`src/rtl/gbsha_decim_pkg.sv`:
```
// Control-state type for the decimator front end.
// Only the state encoding lives here; sizing is derived locally from parameters.
package gbsha_decim_pkg;

  typedef enum logic {
    WARMUP = 1'b0,
    ACCUM  = 1'b1
  } state_e;

endpackage

```
`src/rtl/gbsha_decim_if.sv`:
```
// Sample-in / decimated-out bundle for gbsha_decim.
// The producer side drives samples and out_ready; the decimator drives results.
interface gbsha_decim_if #(
  parameter int BW_IN  = 8,
  parameter int BW_OUT = 8
);
  logic signed [BW_IN-1:0]  y_in;
  logic                     y_valid;
  logic signed [BW_OUT-1:0] out_data;
  logic                     out_valid;
  logic                     out_ready;
  logic                     overrun;

  modport master (
    output y_in, y_valid, out_ready,
    input  out_data, out_valid, overrun
  );

  modport slave (
    input  y_in, y_valid, out_ready,
    output out_data, out_valid, overrun
  );
endinterface

```
`src/rtl/gbsha_fifo2.sv`:
```
// Two-entry shifting FIFO with valid/ready on both sides.
// Entry e0 is always the head; a full FIFO still accepts when it pops.
module gbsha_fifo2 #(
  parameter int W = 8
) (
  input  logic         clk,
  input  logic         reset,
  input  logic         in_valid,
  output logic         in_ready,
  input  logic [W-1:0] in_data,
  output logic         out_valid,
  input  logic         out_ready,
  output logic [W-1:0] out_data
);
  logic [W-1:0] e0_q, e0_d;
  logic [W-1:0] e1_q, e1_d;
  logic [1:0]   cnt_q, cnt_d;
  logic         pop, push;

  assign out_valid = (cnt_q != 2'd0);
  assign out_data  = e0_q;
  assign pop       = out_valid && out_ready;
  assign in_ready  = (cnt_q != 2'd2) || pop;
  assign push      = in_valid && in_ready;

  always_comb begin
    e0_d  = e0_q;
    e1_d  = e1_q;
    cnt_d = cnt_q;
    unique case (cnt_q)
      2'd0: begin
        if (push) begin
          e0_d  = in_data;
          cnt_d = 2'd1;
        end
      end
      2'd1: begin
        if (push && pop) begin
          e0_d = in_data;
        end else if (push) begin
          e1_d  = in_data;
          cnt_d = 2'd2;
        end else if (pop) begin
          cnt_d = 2'd0;
        end
      end
      default: begin
        if (pop) begin
          e0_d = e1_q;
          if (push) e1_d = in_data;
          else      cnt_d = 2'd1;
        end
      end
    endcase
  end

  always_ff @(posedge clk) begin
    if (reset) begin
      e0_q  <= '0;
      e1_q  <= '0;
      cnt_q <= 2'd0;
    end else begin
      e0_q  <= e0_d;
      e1_q  <= e1_d;
      cnt_q <= cnt_d;
    end
  end
endmodule

```
`src/rtl/gbsha_decim.sv`:
```
// Block-average decimator: warm-up, DECIM-sample accumulate, floor-shift,
// saturate, then queue results in a 2-entry FIFO with a sticky overrun.
module gbsha_decim
  import gbsha_decim_pkg::*;
#(
  parameter int N_TAPS = 5,
  parameter int BW_IN  = 8,
  parameter int DECIM  = 4,
  parameter int BW_OUT = 8
) (
  input  logic         clk,
  input  logic         reset,
  gbsha_decim_if.slave bus
);
  localparam int LOG2D = $clog2(DECIM);
  localparam int AW    = BW_IN + LOG2D;
  localparam int WW    = $clog2(N_TAPS + 1);
  localparam int OMAX  = (1 << (BW_OUT - 1)) - 1;
  localparam int OMIN  = -(1 << (BW_OUT - 1));

  state_e                   state_q;
  logic [WW-1:0]            warm_q;
  logic signed [AW-1:0]     acc_q;
  logic [LOG2D-1:0]         ph_q;
  logic                     ovr_q;

  logic                     take, last;
  logic                     push_v, push_rdy;
  logic signed [AW-1:0]     sum, shr;
  logic signed [BW_OUT-1:0] res;
  logic [BW_OUT-1:0]        fifo_data;

  assign take   = (state_q == ACCUM) && bus.y_valid;
  assign last   = (ph_q == LOG2D'(DECIM - 1));
  assign push_v = take && last;
  assign sum    = acc_q + AW'(bus.y_in);
  assign shr    = sum >>> LOG2D;

  // Shift is a floor divide; clamp only matters when BW_OUT < BW_IN.
  always_comb begin
    res = BW_OUT'(shr);
    if (int'(shr) > OMAX)      res = BW_OUT'(OMAX);
    else if (int'(shr) < OMIN) res = BW_OUT'(OMIN);
  end

  always_ff @(posedge clk) begin
    if (reset) begin
      state_q <= WARMUP;
      warm_q  <= '0;
      acc_q   <= '0;
      ph_q    <= '0;
      ovr_q   <= 1'b0;
    end else begin
      unique case (state_q)
        WARMUP: begin
          if (warm_q == WW'(N_TAPS - 1)) state_q <= ACCUM;
          else                           warm_q  <= warm_q + WW'(1);
        end
        ACCUM: begin
          if (take) begin
            if (last) begin
              acc_q <= '0;
              ph_q  <= '0;
            end else begin
              acc_q <= sum;
              ph_q  <= ph_q + LOG2D'(1);
            end
          end
        end
        default: state_q <= WARMUP;
      endcase
      if (push_v && !push_rdy) ovr_q <= 1'b1;
    end
  end

  gbsha_fifo2 #(.W(BW_OUT)) u_fifo (
    .clk       (clk),
    .reset     (reset),
    .in_valid  (push_v),
    .in_ready  (push_rdy),
    .in_data   (res),
    .out_valid (bus.out_valid),
    .out_ready (bus.out_ready),
    .out_data  (fifo_data)
  );

  assign bus.out_data = fifo_data;
  assign bus.overrun  = ovr_q;
endmodule
```
`src/flat_wrapper.sv`:
```
// flat-port wrapper written by rule: the top's interface ports become plain ports
module gbsha_decim_flat import gbsha_decim_pkg::*;
#(
  parameter int N_TAPS = 5,
  parameter int BW_IN  = 8,
  parameter int DECIM  = 4,
  parameter int BW_OUT = 8
)
  (clk, reset, bus_y_in, bus_y_valid, bus_out_ready, bus_out_data, bus_out_valid, bus_overrun);
  gbsha_decim_if #(.BW_IN(BW_IN), .BW_OUT(BW_OUT)) bus_i ();
  input  logic clk;
  input  logic reset;
  input wire logic [$bits(bus_i.y_in)-1:0] bus_y_in;
  input wire logic [$bits(bus_i.y_valid)-1:0] bus_y_valid;
  input wire logic [$bits(bus_i.out_ready)-1:0] bus_out_ready;
  output wire logic [$bits(bus_i.out_data)-1:0] bus_out_data;
  output wire logic [$bits(bus_i.out_valid)-1:0] bus_out_valid;
  output wire logic [$bits(bus_i.overrun)-1:0] bus_overrun;
  assign bus_i.y_in = bus_y_in;
  assign bus_i.y_valid = bus_y_valid;
  assign bus_i.out_ready = bus_out_ready;
  assign bus_out_data = bus_i.out_data;
  assign bus_out_valid = bus_i.out_valid;
  assign bus_overrun = bus_i.overrun;
  gbsha_decim #(.N_TAPS(N_TAPS), .BW_IN(BW_IN), .DECIM(DECIM), .BW_OUT(BW_OUT)) u_core (.clk(clk), .reset(reset), .bus(bus_i));
endmodule
```
`config.mk`:
```
export PLATFORM = sky130hd
export DESIGN_NAME = gbsha_decim_flat
export DESIGN_NICKNAME = d
export VERILOG_FILES = /design/src/rtl/gbsha_decim_pkg.sv /design/src/rtl/gbsha_decim_if.sv /design/src/rtl/gbsha_fifo2.sv /design/src/rtl/gbsha_decim.sv /design/src/flat_wrapper.sv
export SDC_FILE = /design/constraint.sdc
export NUM_CORES = 1
export LEC_CHECK = 0
export BUFFER_PORTS_ARGS = -buffer_cell sky130_fd_sc_hd__buf_2
export CORE_MARGIN = 3
export CORE_UTILIZATION = 50
export DETAILED_ROUTE_END_ITERATION = 8
export PLACE_DENSITY = 0.72
export SLEW_MARGIN = 30
export SYNTH_ARGS = -nofsm -noshare
export SYNTH_HDL_FRONTEND = slang
export SYNTH_HIERARCHICAL = 1
export SYNTH_SLANG_ARGS = --single-unit
```
`constraint.sdc`:
```
create_clock -name clk -period 2.2 [get_ports clk]
set_input_delay 0.55 -clock clk [delete_from_list [all_inputs] [get_ports clk]]
set_output_delay 0.55 -clock clk [all_outputs]
set_load 0.01 [all_outputs]
```
After elaboration in Yosys (flattened, before gate mapping)
Index checks and enable logic that the tools add are counted.
Widths: inputs -> output; s select.
- eq/ne operators: 9
- magnitude comparators: 2
- muxes and demuxes: 21
- add/subtract/negate cells: 3
- bitwise gates (word level): 3
- reduce and logical (&&, ||, !) cells: 17
- operator list (operator ; number):
    $mux 8 ; 8
    $pmux 8 s2 ; 2
    $mux 2 ; 7
    $add 10x8->10 ; 1
    $mux 10 ; 1
    $gt 8x8->1 const B ; 1
    $lt 8x8->1 const B ; 1
    $ne 2x2->1 const B ; 4
    $logic_and 1x1->1 ; 6
    $reduce_and 3->1 ; 2
    $reduce_and 5->1 ; 1
    $pmux 2 s2 ; 1
    $reduce_and 2->1 ; 2
    $reduce_bool 2->1 ; 2
    $add 3x1->3 const B ; 1
    $eq 3x3->1 const B ; 1
    $ne 3x1->1 const B ; 1
    $ne 3x3->1 const B ; 1
    $not 1->1 ; 3
    $reduce_bool 3->1 ; 1
    $add 2x1->2 const B ; 1
    $eq 2x1->1 const B ; 1
    $eq 2x2->1 const B ; 1
    $logic_not 2->1 ; 1
    3 further kinds ; 4
- bits of input ports: 12
- word-level logic and storage cells: 63
- bits in registers: 35
- output and inout bits: 10

Logic depth before layout (Yosys ltp)
Gate-level depths: netlist of run 1.
- word-level depth: 7
- gate-level depth with buffers: 8
- mapped depth without buffers: 8

Cells and area by module
The synthesis of run 1 kept the hierarchy.
- modules (own cells, without submodules) (module ; area each (um^2) ; cells an instance ; seq. area each (um^2) ; times used):
    gbsha_decim ; 1124.8 ; 131 ; 340.3 ; 1
    gbsha_fifo2 ; 928.4 ; 89 ; 360.3 ; 1

Worst setup path before layout of run 1
OpenSTA, ideal clock, no wires.
- path kind: input to register
- from: in bus_y_in[0]
- to: reg u_core.u_fifo.e0_q[6] (netlist: u_core/u_fifo/out_data[6])
- path slack: -0.034 ns
- data arrival time: 2.155 ns
- cell stages on the path: 8
- data required time: 2.121 ns
- path buffers: 0
- setup time: 0.079 ns
- cells stage by stage: ha_1 > fa_1 > a21oi_2 > o211ai_1 > o41ai_2 > xnor2_1 > mux2i_1 > a211oi_2
- cells in the longest elaborated chain, start to end: 6
- elaborated cells between the ends (all ways): 8
- classes of those cells: add/sub (1); order compare (2); mux (5)
- RTL lines (element ; line ; text):
    start: declaration ; flat_wrapper.sv:13 ; input wire logic [$bits(bus_i.y_in)-1:0] bus_y_in;
    $add 10x8->10 * ; gbsha_decim.sv:36 ; assign sum = acc_q + AW'(bus.y_in);
    $lt 8x8->1 ; gbsha_decim.sv:43 ; else if (int'(shr) < OMIN) res = BW_OUT'(OMIN);
    $mux 8 ; gbsha_decim.sv:43 ;
    $mux 8 * ; gbsha_decim.sv:42 ; if (int'(shr) > OMAX) res = BW_OUT'(OMAX);
    named net u_core.res[6] ; gbsha_decim.sv:30 ; logic signed [BW_OUT-1:0] res;
    $mux 8, on equally long branches ; gbsha_fifo2.sv:38, gbsha_fifo2.sv:32 ;
    $pmux 8 s2 * ; gbsha_fifo2.sv:30 ; unique case (cnt_q)
    end signal: assignment ; gbsha_fifo2.sv:59 ; e0_q <= '0;
    end signal: assignment ; gbsha_fifo2.sv:63 ; e0_q <= e0_d;
    end: declaration ; gbsha_fifo2.sv:15 ; logic [W-1:0] e0_q, e0_d;
The timed path passes the listed nets; every way through them passes the cells marked *. The select of a mux whose other input is x is not followed.
A chain may end at the register's enable or synchronous reset.

Worst setup path after layout of run 1
Same ends and word-level chain as after synthesis.

==> impl_metrics.ini, run 1 <==
[drt]
detail_route.wirelength_um = 4274
drt_iter0_markers = 89
wl_met2_um = 2058
num_vias = 1681
met3_routed_length_um = 153
drc = 0
ant_nets = 0
vias_per_cell = 5.440
maxUsedRoutingLayer = met4
drt_pass1_iterations = 4
detail_route.wl_per_cell_um = 13.83
drt-met1-wl_um = 2004

[timing]
setup-violations-final = 0
fin_crit_share_pct = 95.45
timing_hold_violations_final = 0
fmaxAchievable_mhz = 476.2
worst_slack_ps = 100.2
worst-slew-pin-transition_ps = 724.3
max_slew_violation_count = 0
timing.final.crit_period_ps = 2100
slew_headroom_pct = 51.65
final.setup_skew_ps = 6.641

[cells_and_area]
layout.cell_area.non_filler_um2 = 2394
drive_gt1_share_pct = 26.82
num_antenna_cells = 0
areaGrowthSynthToFinish_pct = 16.58
non_filler_cells_final = 309
multiInputGateArea_um2 = 1255
final-seq-area_um2 = 700.7
final_nets = 285
fillers = 315

[synth]
area_fraction_in_compound_gates_after_synthesis_pct = 19.68
synth_top_cell_by_area = sky130_fd_sc_hd__dfxtp_1
postSynthAreaPerCell_um2 = 9.333
synth-warning-count = 6
ys_types = 47
combinational_family_with_the_most_area_after_synthesis = simple AND/OR/NAND/NOR gates
asyncSetResetFlopFracSynth_pct = 0
synth_simple_gate_area_share_pct = 19.87
syn_inst = 220
sequential_cell_area_fraction_in_the_yosys_report_pct = 34.13
syn-cell-area_um2 = 2053
synth_most_common_cell = sky130_fd_sc_hd__dfxtp_1
syn_nets = 245
synth_enable_flop_cells = 0
post_synth_fa_ha_maj_area_fraction_pct = 8.288
synthTopCellsByArea = sky130_fd_sc_hd__dfxtp_1, sky130_fd_sc_hd__mux2i_1, sky130_fd_sc_hd__ha_1, sky130_fd_sc_hd__nand2b_1, sky130_fd_sc_hd__a21oi_1
synth_mux_area_share_pct = 8.836
synth_flop_cell = sky130_fd_sc_hd__dfxtp_1
synth-seq-cells = 35
yosys-top-cells-count = sky130_fd_sc_hd__dfxtp_1, sky130_fd_sc_hd__a21oi_1, sky130_fd_sc_hd__nor2_1
post_synthesis_share_of_cell_area_spent_on_xor_and_xnor_gates_pct = 3.839
synthDominantCellAreaShare_pct = 34.13

[critical_path]
worstPathBufferInverterCount = 1
r2r_start = u_core/acc_q[0]
crit_type = primary input to flip-flop
cpPeakStageDelay_ps = 360
critPathRequiredTime_ps = 2410
critical_path.slowest_cell = sky130_fd_sc_hd__fa_2
critical_path.max_fanout = 3
worstPathArrival_ps = 2310
kind_of_start_point_of_the_critical_path = primary input
worstPathCellList = buf_2 > ha_2 > fa_2 > a21oi_2 > o211ai_1 > o41ai_2 > xnor2_1 > mux2i_1 > a211oi_2
crit_family = compound AO/OA/AOI/OAI gates
worstSetupStartpoint = bus_y_in[0]
critical_path.endpoint_type = flip-flop

[clock_tree]
clock_sink_count = 35
clock_insertion_delay_worst_skew_ps = 280
cts.clk_slew.worst_paths_ps = 70
htree_levels = 2
cts.repair_timing.setup_buffer_count = 0
root_buffer = sky130_fd_sc_hd__clkbuf_8
tritoncts.num_buffers = 5
post_cts_resized = 0
cts_max_path_buffers = 2
tritoncts = yes
cts_hold_repair.buffers = 0

[floorplanning]
rows = 22
fp.dieArea_um2 = 4911
die_extent_in_y_um = 70.08
core_area_um2 = 3799
dieWidth_um = 70.08
floorplan.initialDensity_pct = 54.05
io_pins = 22

[placement]
placement.io_buffers = 21
place_congestion = 0.8427
detailedPlacementHpwl_um = 3095
dpl-instance-area_um2 = 2302
pre_cts_slack_ps = -233.0
dp.cells = 301

[pwr]
peakVddDrop_mv = 0.5331
static-leakage-power_nw = 0.9772
power_density_nw_per_um2 = 584.3
report.power.total_mw = 1.399

[global_route]
grt_pass1_vias = 1570
globalRoute.totalOverflow = 0
grt_max_degree = 27
grt_pass1_wl_um = 7024
globalRouteTotalUtil_pct = 17.68
grt_antenna_before_repair = 0

[job]
cap_violations = 0

[outcome]
run_status = completed

[min_path]
min-delay-start = u_core/bus.overrun
worst_hold_path_type = flip-flop to flip-flop
registers in the layout, indices dropped and copies added (netlist names):
name	count
u_core/ph_q	2
u_core/state_q	1
u_core/u_fifo/out_data	8
u_core/bus.overrun	1
u_core/acc_q	10
u_core/warm_q	3
u_core/u_fifo/cnt_q	2
u_core/u_fifo/e1_q	8
kinds of logic after synthesis:
family / Yosys count
AO/OA/AOI/OAI: 53
XOR/XNOR: 9
adder cells (fa/ha/maj): 13
buffers and inverters: 17
flip-flops: 35
multiplexers: 18
AND/OR/NAND/NOR: 75
worst paths after layout:
check                                    to  slack [ps]  cells past startpoint
setup / recovery  u_core/u_fifo/out_data[6]         100                      9
hold / removal           u_core/bus.overrun         470                      2
setup reg to reg  u_core/u_fifo/out_data[6]         160                      8
hold reg to reg          u_core/bus.overrun         470                      2
worst min-delay path, stage by stage, from the launching register on:
cell and delay [ps]:
sky130_fd_sc_hd__dfxtp_1 330, sky130_fd_sc_hd__a21oi_1 40, sky130_fd_sc_hd__nor2_1 70
stage by stage:
| step | hold slack [ps] | TNS, ps | util [%] |
|---|---|---|---|
| 6_report | 468.0 | 0 | 63.01 |
| 5_1_grt | 496.0 | -30.65 | 63.01 |
| 4_1_cts | 474.9 | 0 | 62.75 |
| 3_5_place_dp | 459.5 | -1141 | 60.61 |
| 3_3_place_gp | 446.4 | -770.6 | 60.61 |
| 2_1_floorplan | 437.1 | 0 | - |
final cells by class:
type / instances / share of cell area (%)
clock buffer: 7 / 3.189
tap: 48 / 2.509
inverter: 7 / 1.098
timing repair buffer: 43 / 11.29
sequential: 35 / 29.27
clock inverter: 1 / 0.2091
multi-input combinational: 168 / 52.43
report_power, final:
part	internal [mW]	switching [mW]	total, mW
sequential	0.664	0.0232	0.687
combinational	0.127	0.142	0.269
clock	0.222	0.220	0.442
placed cells by master (no fill, tap or decap), types with 3 or more instances in the layout:
cell	count
sky130_fd_sc_hd__dfxtp_1	35
sky130_fd_sc_hd__a21oi_1	23
sky130_fd_sc_hd__buf_4	22
sky130_fd_sc_hd__buf_2	21
sky130_fd_sc_hd__nor2_1	20
sky130_fd_sc_hd__nand2b_1	19
sky130_fd_sc_hd__mux2i_1	17
sky130_fd_sc_hd__ha_1	11
sky130_fd_sc_hd__nand2_1	8
sky130_fd_sc_hd__a211oi_2	8
sky130_fd_sc_hd__inv_1	7
sky130_fd_sc_hd__a22oi_1	6
sky130_fd_sc_hd__clkbuf_8	5
sky130_fd_sc_hd__nor3_1	5
sky130_fd_sc_hd__xnor2_1	5
sky130_fd_sc_hd__nand3_1	4
sky130_fd_sc_hd__o211ai_1	3
sky130_fd_sc_hd__xor2_1	3
sky130_fd_sc_hd__nand3b_1	3
sky130_fd_sc_hd__nor3b_1	3
layer usage:
metal | GRT usage [%] | vias to the layer above
met4 | 5.745 | 0
met2 | 29.49 | 22
li1 | - | 857
met5 | 0 | -
met3 | 4.173 | 5
met1 | 22.41 | 797
Power figures use the tool's default switching activity.
==> run 2: changes to the inputs <==
Settings changed: CTS_BUF_LIST set to sky130_fd_sc_hd__clkbuf_2.
==> run 2 against run 1 <==
  * Sequential share of layout area is 0.55 points higher
  * Via count down 0.83%
  * Clock skew rose by 23 ps
  * Critical endpoint is now bus_out_valid
  * Largest power group unchanged
==> impl_metrics.ini, run 2 (synthesized netlist as in run 1, its figures left out) <==
[drt]
ant_nets = 0
detail_route.wirelength_um = 4243
wl_met2_um = 2083
detail_route.wl_per_cell_um = 13.73
drc = 0
drt_pass1_iterations = 4
num_vias = 1667
vias_per_cell = 5.395
maxUsedRoutingLayer = met4
met3_routed_length_um = 162
drt_iter0_markers = 97
drt-met1-wl_um = 1974

[global_route]
grt_max_degree = 27
grt_pass1_vias = 1573
grt_antenna_before_repair = 0
globalRouteTotalUtil_pct = 17.38
globalRoute.totalOverflow = 0
grt_pass1_wl_um = 6982

[pwr]
static-leakage-power_nw = 0.9700
peakVddDrop_mv = 0.4341
power_density_nw_per_um2 = 530.9

[cells_and_area]
areaGrowthSynthToFinish_pct = 14.44
drive_gt1_share_pct = 27.20
flip_flop_count_of_the_largest_register_after_layout = 10
fillers = 321
non_filler_cells_final = 309
max_flop_register = u_core/acc_q
num_antenna_cells = 0
highest_count_cells_in_the_layout_ignoring_fill_and_taps = sky130_fd_sc_hd__dfxtp_1, sky130_fd_sc_hd__a21oi_1, sky130_fd_sc_hd__buf_4
final_common_cell = sky130_fd_sc_hd__dfxtp_1
layout.core_utilization_pct = 61.86
final_nets = 285

[critical_path]
worstPathArrival_ps = 1520
timing.reg2reg.worst_path_depth = 8
critical_path.endpoint_type = output pin
cpPeakStageDelay_ps = 820
critical_path.max_fanout = 16
rrSetupSlack_ps = 130
regToRegEndpoint = u_core/u_fifo/out_data[6]
r2r_start = u_core/acc_q[0]
critical_path.slowest_cell = sky130_fd_sc_hd__dfxtp_1
kind_of_start_point_of_the_critical_path = flip-flop
critPathRequiredTime_ps = 1650
crit_type = flip-flop to output pin
worstPathCellList = or2_2 > buf_2

[floorplanning]
core_area_um2 = 3799
fp.dieArea_um2 = 4911
rows = 22
io_pins = 22
floorplan.initialDensity_pct = 54.05
dieWidth_um = 70.08
die_extent_in_y_um = 70.08

[clock_tree]
cts_hold_repair.buffers = 0
post_cts_resized = 0
htree_levels = 2
root_buffer = sky130_fd_sc_hd__clkbuf_2
clock_sink_count = 35
clock_insertion_delay_worst_skew_ps = 370
tritoncts = yes
cts.clk_slew.worst_paths_ps = 170
cts_max_path_buffers = 2
tritoncts.num_buffers = 5
cts.repair_timing.setup_buffer_count = 0

[placement]
dp.cells = 301
placement.io_buffers = 21
detailedPlacementHpwl_um = 3095
place_congestion = 0.8427

[timing]
fin_crit_share_pct = 94.14
worst-slew-pin-transition_ps = 715.5
slew_headroom_pct = 52.24
setup-violations-final = 0
fmaxAchievable_mhz = 482.8
final.setup_skew_ps = 29.70
timing.final.crit_period_ps = 2071
timing_hold_violations_final = 0
max_slew_violation_count = 0
fin_worst_hold_slack_ps = 477.2

[min_path]
whs_path_depth = 2
worst_hold_path_type = flip-flop to flip-flop
hold_path_end = u_core/ph_q[1]
min-delay-start = u_core/ph_q[1]

[outcome]
run_status = completed

[job]
cap_violations = 0
run 2: cell count changes in the layout (fill, tap and decap cells not counted):
cell	delta
sky130_fd_sc_hd__clkbuf_2	+7
sky130_fd_sc_hd__clkbuf_8	-5
sky130_fd_sc_hd__clkbuf_1	-2
sky130_fd_sc_hd__ha_1	+1
sky130_fd_sc_hd__ha_2	-1
run 2: report_power, final:
part	switching, mW	leakage [nW]	internal, mW	total (mW)
registers	0.0235	0.283	0.665	0.688
clock network	0.203	0.0330	0.0869	0.290
logic	0.142	0.654	0.127	0.269
run 2: layer usage:
| metal | track usage [%] | up-vias |
|---|---|---|
| li1 | - | 858 |
| met1 | 21.88 | 789 |
| met2 | 29.70 | 18 |
| met3 | 4.173 | 2 |
| met4 | 4.468 | 0 |
| met5 | 0 | - |
run 2: worst max path at each step:
stage | startpoint | endpoint | slack [ps] | cells past startpoint
after floorplan | bus_y_in[0] | u_core/u_fifo/out_data[6] | 20 | 8
after global placement | bus_y_in[0] | u_core/u_fifo/out_data[6] | -200 | 9
after detailed placement | bus_y_in[0] | u_core/u_fifo/out_data[6] | -230 | 9
after CTS | u_core/u_fifo/cnt_q[1] | bus_out_valid | 100 | 2
after global routing | u_core/acc_q[6] | u_core/u_fifo/out_data[7] | -30 | 8
final | u_core/u_fifo/cnt_q[1] | bus_out_valid | 130 | 2
run 2: critical path: cells and delay by family (launching register included):
| family | cells | cell delay [ps] |
|---|---|---|
| buf+inv | 1 | 120 |
| simple gates | 1 | 220 |
| flops | 1 | 820 |
run 2: cell type report:
cell class,instances,area [um2],area share (%)
Clock buffer,7,35.03,1.491
Clock inverter,1,5.005,0.2130
Inverter,7,26.28,1.118
Multi-Input combinational cell,168,1252,53.30
Sequential cell,35,700.7,29.82
Tap cell,48,60.06,2.556
Timing Repair Buffer,43,270.3,11.50
run 2: metrics by stage:
stage	instance area [um2]	setup slack, ps	setup TNS (ps)	total power [mW]
CTS	2342	97.81	0	1.256
detailed placement	2302	-233.0	-1141	0.9673
global route	2350	-27.85	-27.85	1.324
finish	2350	128.9	0	1.247
floorplan	2056	24.01	0	0.8793
global placement	2302	-195.7	-770.6	0.9616
